[src/rtl/reg_mem_n_if.sv]
// Request/response bundle for reg_mem_n: master drives requests and clr,
// slave returns registered read data, busy and reject pulses.
interface reg_mem_n_if #(
  parameter  int DATA_W = 16,
  parameter  int DEPTH  = 8,
  localparam int ADDR_W = $clog2(DEPTH)
);
  logic              en;
  logic              rw;
  logic [ADDR_W-1:0] addr;
  logic [DATA_W-1:0] ip;
  logic              clr;
  logic [DATA_W-1:0] op;
  logic              op_valid;
  logic              busy;
  logic              rej;

  modport master (
    output en, rw, addr, ip, clr,
    input  op, op_valid, busy, rej
  );

  modport slave (
    input  en, rw, addr, ip, clr,
    output op, op_valid, busy, rej
  );
endinterface

[src/rtl/reg_mem_n.sv]
// Single-port DEPTH x DATA_W register memory with registered read and a hardware clear sweep.
// Optional written-map flagging reads of never-written words: define REG_MEM_VLD_EN.
//
// state   | meaning
// S_IDLE  | accepting read/write requests
// S_CLEAR | zeroing mem[ptr] each cycle, requests rejected
module reg_mem_n #(
  parameter  int DATA_W = 16,
  parameter  int DEPTH  = 8,
  localparam int ADDR_W = $clog2(DEPTH)
) (
  input  logic        clk,
  input  logic        reset,
  reg_mem_n_if.slave  bus
);

  typedef enum logic {S_IDLE, S_CLEAR} state_e;

  localparam logic [ADDR_W-1:0] LAST = ADDR_W'(DEPTH - 1);
  localparam bit                POW2 = (DEPTH == (1 << ADDR_W));

  state_e            state_q, state_d;
  logic [ADDR_W-1:0] ptr_q, ptr_d;
  logic [DATA_W-1:0] op_q, op_d;
  logic              op_valid_q, op_valid_d;
  logic              rej_q, rej_d;
  logic [DATA_W-1:0] mem_q [DEPTH];

  logic              we;
  logic [ADDR_W-1:0] waddr;
  logic [DATA_W-1:0] wdata;
  logic              addr_ok;

  // Out-of-range addresses only exist when DEPTH is not a power of two.
  generate
    if (POW2) begin : g_pow2
      assign addr_ok = 1'b1;
    end else begin : g_npow2
      assign addr_ok = (bus.addr < ADDR_W'(DEPTH));
    end
  endgenerate

`ifdef REG_MEM_VLD_EN
  logic [DEPTH-1:0] vld_q, vld_d;
`endif

  always_comb begin
    state_d    = state_q;
    ptr_d      = ptr_q;
    op_d       = op_q;
    op_valid_d = 1'b0;
    rej_d      = 1'b0;
    we         = 1'b0;
    waddr      = bus.addr;
    wdata      = bus.ip;
`ifdef REG_MEM_VLD_EN
    vld_d      = vld_q;
`endif
    case (state_q)
      S_CLEAR: begin
        we    = 1'b1;
        waddr = ptr_q;
        wdata = '0;
        rej_d = bus.en;
        if (bus.clr) begin
          ptr_d = '0;
`ifdef REG_MEM_VLD_EN
          vld_d = '0;
`endif
        end else if (ptr_q == LAST) begin
          state_d = S_IDLE;
          ptr_d   = '0;
        end else begin
          ptr_d = ptr_q + 1'b1;
        end
      end
      default: begin
        if (bus.clr) begin
          state_d = S_CLEAR;
          ptr_d   = '0;
          rej_d   = bus.en;
`ifdef REG_MEM_VLD_EN
          vld_d   = '0;
`endif
        end else if (bus.en) begin
          if (!addr_ok) begin
            rej_d = 1'b1;
          end else if (bus.rw) begin
            we = 1'b1;
`ifdef REG_MEM_VLD_EN
            vld_d[bus.addr] = 1'b1;
`endif
          end else begin
            op_d       = mem_q[bus.addr];
            op_valid_d = 1'b1;
`ifdef REG_MEM_VLD_EN
            rej_d      = ~vld_q[bus.addr];
`endif
          end
        end
      end
    endcase
  end

  always_ff @(posedge clk) begin
    if (reset) begin
      state_q    <= S_CLEAR;
      ptr_q      <= '0;
      op_q       <= '0;
      op_valid_q <= 1'b0;
      rej_q      <= 1'b0;
`ifdef REG_MEM_VLD_EN
      vld_q      <= '0;
`endif
    end else begin
      state_q    <= state_d;
      ptr_q      <= ptr_d;
      op_q       <= op_d;
      op_valid_q <= op_valid_d;
      rej_q      <= rej_d;
`ifdef REG_MEM_VLD_EN
      vld_q      <= vld_d;
`endif
    end
  end

  // Storage has no reset; the sweep that follows reset zeroes it.
  always_ff @(posedge clk) begin
    if (!reset && we) begin
      mem_q[waddr] <= wdata;
    end
  end

  assign bus.op       = op_q;
  assign bus.op_valid = op_valid_q;
  assign bus.busy     = (state_q == S_CLEAR);
  assign bus.rej      = rej_q;

endmodule

[src/flat_wrapper.sv]
// flat-port wrapper written by rule: the top's interface ports become plain ports
module reg_mem_n_flat 
#(
  parameter  int DATA_W = 16,
  parameter  int DEPTH  = 8,
  localparam int ADDR_W = $clog2(DEPTH)
)
  (clk, reset, bus_en, bus_rw, bus_addr, bus_ip, bus_clr, bus_op, bus_op_valid, bus_busy, bus_rej);
  reg_mem_n_if #(.DATA_W(DATA_W), .DEPTH(DEPTH)) bus_i ();
  input  logic clk;
  input  logic reset;
  input wire logic [$bits(bus_i.en)-1:0] bus_en;
  input wire logic [$bits(bus_i.rw)-1:0] bus_rw;
  input wire logic [$bits(bus_i.addr)-1:0] bus_addr;
  input wire logic [$bits(bus_i.ip)-1:0] bus_ip;
  input wire logic [$bits(bus_i.clr)-1:0] bus_clr;
  output wire logic [$bits(bus_i.op)-1:0] bus_op;
  output wire logic [$bits(bus_i.op_valid)-1:0] bus_op_valid;
  output wire logic [$bits(bus_i.busy)-1:0] bus_busy;
  output wire logic [$bits(bus_i.rej)-1:0] bus_rej;
  assign bus_i.en = bus_en;
  assign bus_i.rw = bus_rw;
  assign bus_i.addr = bus_addr;
  assign bus_i.ip = bus_ip;
  assign bus_i.clr = bus_clr;
  assign bus_op = bus_i.op;
  assign bus_op_valid = bus_i.op_valid;
  assign bus_busy = bus_i.busy;
  assign bus_rej = bus_i.rej;
  reg_mem_n #(.DATA_W(DATA_W), .DEPTH(DEPTH)) u_core (.clk(clk), .reset(reset), .bus(bus_i));
endmodule
[config.mk]
export PLATFORM = sky130hd
export DESIGN_NAME = reg_mem_n_flat
export DESIGN_NICKNAME = d
export VERILOG_FILES = /design/src/rtl/reg_mem_n_if.sv /design/src/rtl/reg_mem_n.sv /design/src/flat_wrapper.sv
export SDC_FILE = /design/constraint.sdc
export NUM_CORES = 1
export LEC_CHECK = 0
export CELL_PAD_IN_SITES_DETAIL_PLACEMENT = 1
export CELL_PAD_IN_SITES_GLOBAL_PLACEMENT = 1
export CORE_UTILIZATION = 53
export DETAILED_ROUTE_END_ITERATION = 7
export PLACE_DENSITY = 0.95
export SLEW_MARGIN = 20
export SYNTH_ARGS = -nofsm -noshare
export SYNTH_HDL_FRONTEND = slang
export SYNTH_SLANG_ARGS = --single-unit
[constraint.sdc]
create_clock -name clk -period 3.5 [get_ports clk]
set_input_delay 0.35 -clock clk [delete_from_list [all_inputs] [get_ports clk]]
set_output_delay 0.35 -clock clk [all_outputs]
set_load 0.02 [all_outputs]
# Word-level counts from Yosys, hierarchy flattened
# Memories as Yosys holds them, arrays and structs flattened. A register that Yosys moved wholly into a read port is not among the register bits.
# Index checks and enable logic that the tools add are counted.
classes:
  eq_ne: 1
  n_bitwise: 4
  reduce_logical: 5
  n_mux: 19
  n_addsub: 1
ops:
  columns: ["operator", "count"]
  rows:
  - ["$mux W16", 1]
  - ["$mux W3", 5]
  - ["$mux W1", 13]
  - ["$not A1 Y1", 4]
  - ["$reduce_and A4 Y1", 1]
  - ["$reduce_or A4 Y1", 1]
  - ["$add A3 B1 Y3 const B", 1]
  - ["$eq A3 B3 Y1 const B", 1]
  - ["$reduce_bool A2 Y1", 1]
  - ["$logic_and A1 B1 Y1", 1]
  - ["$logic_not A1 Y1", 1]
totals:
  memories: 1
  reg_bits: 6
  elab_cells: 35
  ram_bits: 128
  out_inout_bits: 19
memory_table:
  columns: ["name", "words", "word_bits", "rd", "rd_clocked_by_memory_dff", "wr", "line_no", "rtl"]
  rows:
  - ["u_core.mem_q", 8, 16, 1, 1, 1, "reg_mem_n.sv:27", "logic [DATA_W-1:0] mem_q [DEPTH];"]

# Logic depth before layout (Yosys ltp)
logic_depth:
  depth_word: 7
  depth_mapped: 5

# Least setup slack after synthesis
# No wires, ideal clock.
synth_path:
  kind: "reg2reg"
  from: "register u_core.state_q (netlist: u_core.bus.busy)"
  to: "memory u_core.mem_q[1][0], enable pin"
  required_ns: 3.112
  setup_ns: 0.388
  arrival_time_ns: 1.797
  setup_slack_ns: 1.314
  period_less_slack_ns: 2.186
  stages_incl_launch_ff: 5
  cell_sequence: "dfxtp_1 -> buf_2 -> mux2i_1 -> a211o_1 -> nor2_1"
synth_between:
  elab_chain_cells: 4
  word_cells_on_any_way: 5
  cone_classes: "4 x mux; 1 x reduce/logical"
synth_rtl:
  columns: ["element", "line_no", "rtl"]
  rows:
  - ["start, declared", "reg_mem_n.sv:22", "state_e state_q, state_d;"]
  - ["start signal, assigned", "reg_mem_n.sv:116", "state_q <= state_d;"]
  - ["$mux W1", "reg_mem_n.sv:59", "case (state_q)"]
  - ["$logic_and A1 B1 Y1", "reg_mem_n.sv:129", "if (!reset && we) begin"]
  - ["$mux W1", "reg_mem_n.sv:129", null]
  - ["$mux W1 (implied by the code)", "reg_mem_n.sv:130", "mem_q[waddr] <= wdata;"]
  - ["end, declared", "reg_mem_n.sv:27", null]
# Several ways; a longest one is shown, not always the timed one.

# Worst setup path after layout
layout_path:
  from: "register u_core.state_q (netlist: u_core.bus.busy)"
  to: "output bus_busy"
layout_lines:
  columns: ["element", "line_no", "rtl"]
  rows:
  - ["end, declared", "flat_wrapper.sv:19", "output wire logic [$bits(bus_i.busy)-1:0] bus_busy;"]
# No word-level cell between the ends.

==> flow_summary.ini <==
[logic_synthesis]
syn_avg_cell_area_um2 = 17.3
synth_xor_area_share_pct = 0
yosys-mux-area-fraction_pct = 11.6
ys_seq_elements = 150
seq_area_frac_synth_pct = 72.9
synth_area_um2 = 5880
synth-simple-area-share_pct = 4.39
synthAdderAreaFrac_pct = 0.426
synth_top_family_by_area = multiplexers
synth.distinct_cells = 31
synth_compound_area_share_pct = 7.75
syn_inst = 340
syn-num-nets = 366
synth_warnings = 0

[global_routing]
grt_max_degree = 65
overflow = 0
grt_pass1_wl_um = 22900
grt_pass1_vias = 3814
grt_antenna_before_repair = 0
track_usage_pct = 28.7

[detailed_routing]
drc_errors = 0
first_pass_iters = 7
wirelength_um = 15400
drt-vias-per-instance = 6.29
drtIter0Drc = 276
routedWlPerCell_um = 28.0
ant_nets = 0
vias = 3468

[placement]
place_congestion = 0.766
placed_area_um2 = 6430
dp_cells = 519
port_buffers = 42
hpwlAfterDp_um = 8680

[power]
p_per_area_nw_per_um2 = 566
p_sw_share_pct = 20.4
irDropWorstVdd_v = 0.000357
total_power_w = 0.00398
clkPwrFrac_pct = 46.9
p_comb_share_pct = 4.3
internal_power_w = 0.00317
p_seq_share_pct = 48.8
leakagePower_nw = 2.61
switchingPower_w = 0.000811

[die]
ios = 43
start_util_pct = 54.2
core_um2 = 10800
dieArea_um2 = 11500
row_count = 38
die_width_um = 107
die_h_um = 107

[sta]
grt_setup_unrepaired = false
finalCritPeriodShare_pct = 71.1
tightest_slew_ns = 1.12
fin_skew_ns = 0.00745
setup_viol = 0
period_needed_ns = 2.49
max_freq_ghz = 0.402
finalSetupTns_ns = 0
hold_viol = 0
slew_headroom_pct = 25.0
slew_violations = 0

[final_layout]
fin_area_um2 = 7030
drive_gt1_share_pct = 14.4
diodes = 0
multiInputGateArea_um2 = 1420
fin_cells = 551
fin_nets = 424
post-route-util_pct = 64.9
fillerInstances = 976
seq_area_um2 = 4280
syn_to_final_growth_pct = 19.7

[critical_path]
cp-startpoint = u_core.bus.busy
slowest_delay_ns = 0.86
startpoint_type = flip-flop
worstPathBufferInverterCount = 1
cp_max_fo = 20
crit_slowest_cell = dfxtp_1
rr_startpoint = u_core.bus.busy
required_ns = 3.15
worstPathArrival_ns = 2.14
cp-end-kind = output pin
path_cells = clkdlybuf4s50_1
worstSetupPathType = reg -> out
path_delay_family = flip-flops

[clocking]
cts_num_sinks = 150
cts_setup_buffers = 0
ctsHtreeMaxLevel = 4
cts_buffers = 17
cts_hold_buf = 0
cts_buffer_depth = 2
cts-root-buf = clkbuf_8
insertion_delay_ns = 0.53
cts_tree = done
ctsResizeCount = 0
cts.clk_slew.worst_paths_ns = 0.06

[run]
drv_cap = 0

[worst_hold_path]
min-delay-path-class = reg -> reg
worst_hold_startpoint = u_core.bus.op[5]

[status]
status = finished clean
## worst reg2reg max path: stages (launching register included)
cell	delay, ns
dfxtp_1	0.86
inv_1	0.27
a211o_1	0.40
nor2_1	0.26
buf_4	0.35
## cell usage in the layout, fill, tap and decap left out, drive strengths merged
master,netlist,routed
bufinv,0,3
a21oi,4,4
a22oi,32,32
mux2,1,1
and3,1,1
nor2,11,11
mux2i,67,67
clkbuf,1,23
o211ai,1,1
nand2b,1,1
and3b,3,3
o211a,1,1
clkdlybuf4s50,0,41
nor3b,1,1
a32o,16,16
buf,19,18
edfxtp,128,128
nand3b,1,1
ha,2,2
and2,2,2
dfxtp,22,22
nor4b,1,1
nor3,3,3
nand2,1,1
nor2b,18,18
clkinv,0,6
a211o,1,1
inv,2,2
## cells by family (layout without fill, tap and decap cells)
family,Yosys count,after routing
compound gates,55,55
flops,150,150
simple gates,43,43
fa+ha+maj,2,2
buf+inv,22,93
mux,68,68
## area by class of cell
cell class	instances	area share [%]
Multi-Input combinational cell	168	20.2
Inverter	2	0.107
Sequential cell	150	60.9
Tap cell	140	2.49
Clock inverter	9	1.76
Clock buffer	23	6.78
Timing Repair Buffer	59	7.76
## through the flow
step / hold WS (ns) / worst slack, ns
floorplan: 0.426 / 1.31
global placement: 0.453 / 1.15
detailed placement: 0.459 / 1.07
CTS: 0.473 / 1.00
global route: 0.492 / 0.967
finish: 0.475 / 1.01
## path summary, 6_finish.rpt
path,end,slack (ns),cells past startpoint
max,bus_busy,1.01,1
min reg2reg,u_core.bus.op[5],0.47,1
min,u_core.bus.op[5],0.47,1
max reg2reg,u_core.mem_q[3][9],1.04,4
## flip-flops by register name, summed over array words and instances, names as in the netlist
name                 flops
u_core.mem_q           128
u_core.bus.op           16
u_core.bus.rej           1
u_core.bus.op_valid      1
u_core.bus.busy          1
u_core.ptr_q             3
## synth_stat cells
library cell	instances	area share, %
edfxtp_1	128	65
mux2i_1	67	11
a22oi_1	32	4.1
dfxtp_1	22	7.5
nor2b_1	18	1.9
nor2_1	10	0.64
a32o_1	9	1.5
a32o_2	7	1.3
buf_2	7	0.60
buf_6	6	1.1
buf_4	5	0.64
a21oi_1	4	0.34
nor3_1	3	0.26
and2_1	2	0.21
and3b_1	2	0.30
ha_1	2	0.43
inv_1	2	0.13
a211o_1	1	0.15
and3_1	1	0.11
and3b_2	1	0.17
buf_12	1	0.34
clkbuf_1	1	0.064
mux2_2	1	0.19
nand2_1	1	0.064
nand2b_1	1	0.11
nand3b_1	1	0.13
nor2_2	1	0.11
nor3b_1	1	0.13
nor4b_2	1	0.26
o211a_1	1	0.17
o211ai_1	1	0.13
## power by group through the flow
stage / sequential [W] / clock (W) / combinational [W]
detailed placement: 0.00198 / 0 / 0.000164
floorplan: 0.00198 / 0 / 0.0000996
CTS: 0.00194 / 0.00189 / 0.000169
finish: 0.00194 / 0.00187 / 0.000170
global placement: 0.00198 / 0 / 0.000157
global route: 0.00194 / 0.00194 / 0.000180
## routing by layer
layer	GRT usage (%)	up-vias	share of wire [%]
met1	36.3	1806	42
met4	12.5	0	2.3
met2	46.7	154	50
li1	-	1472	-
met3	7.38	36	5.9
met5	0	-	0
Power figures use the tool's default switching activity.
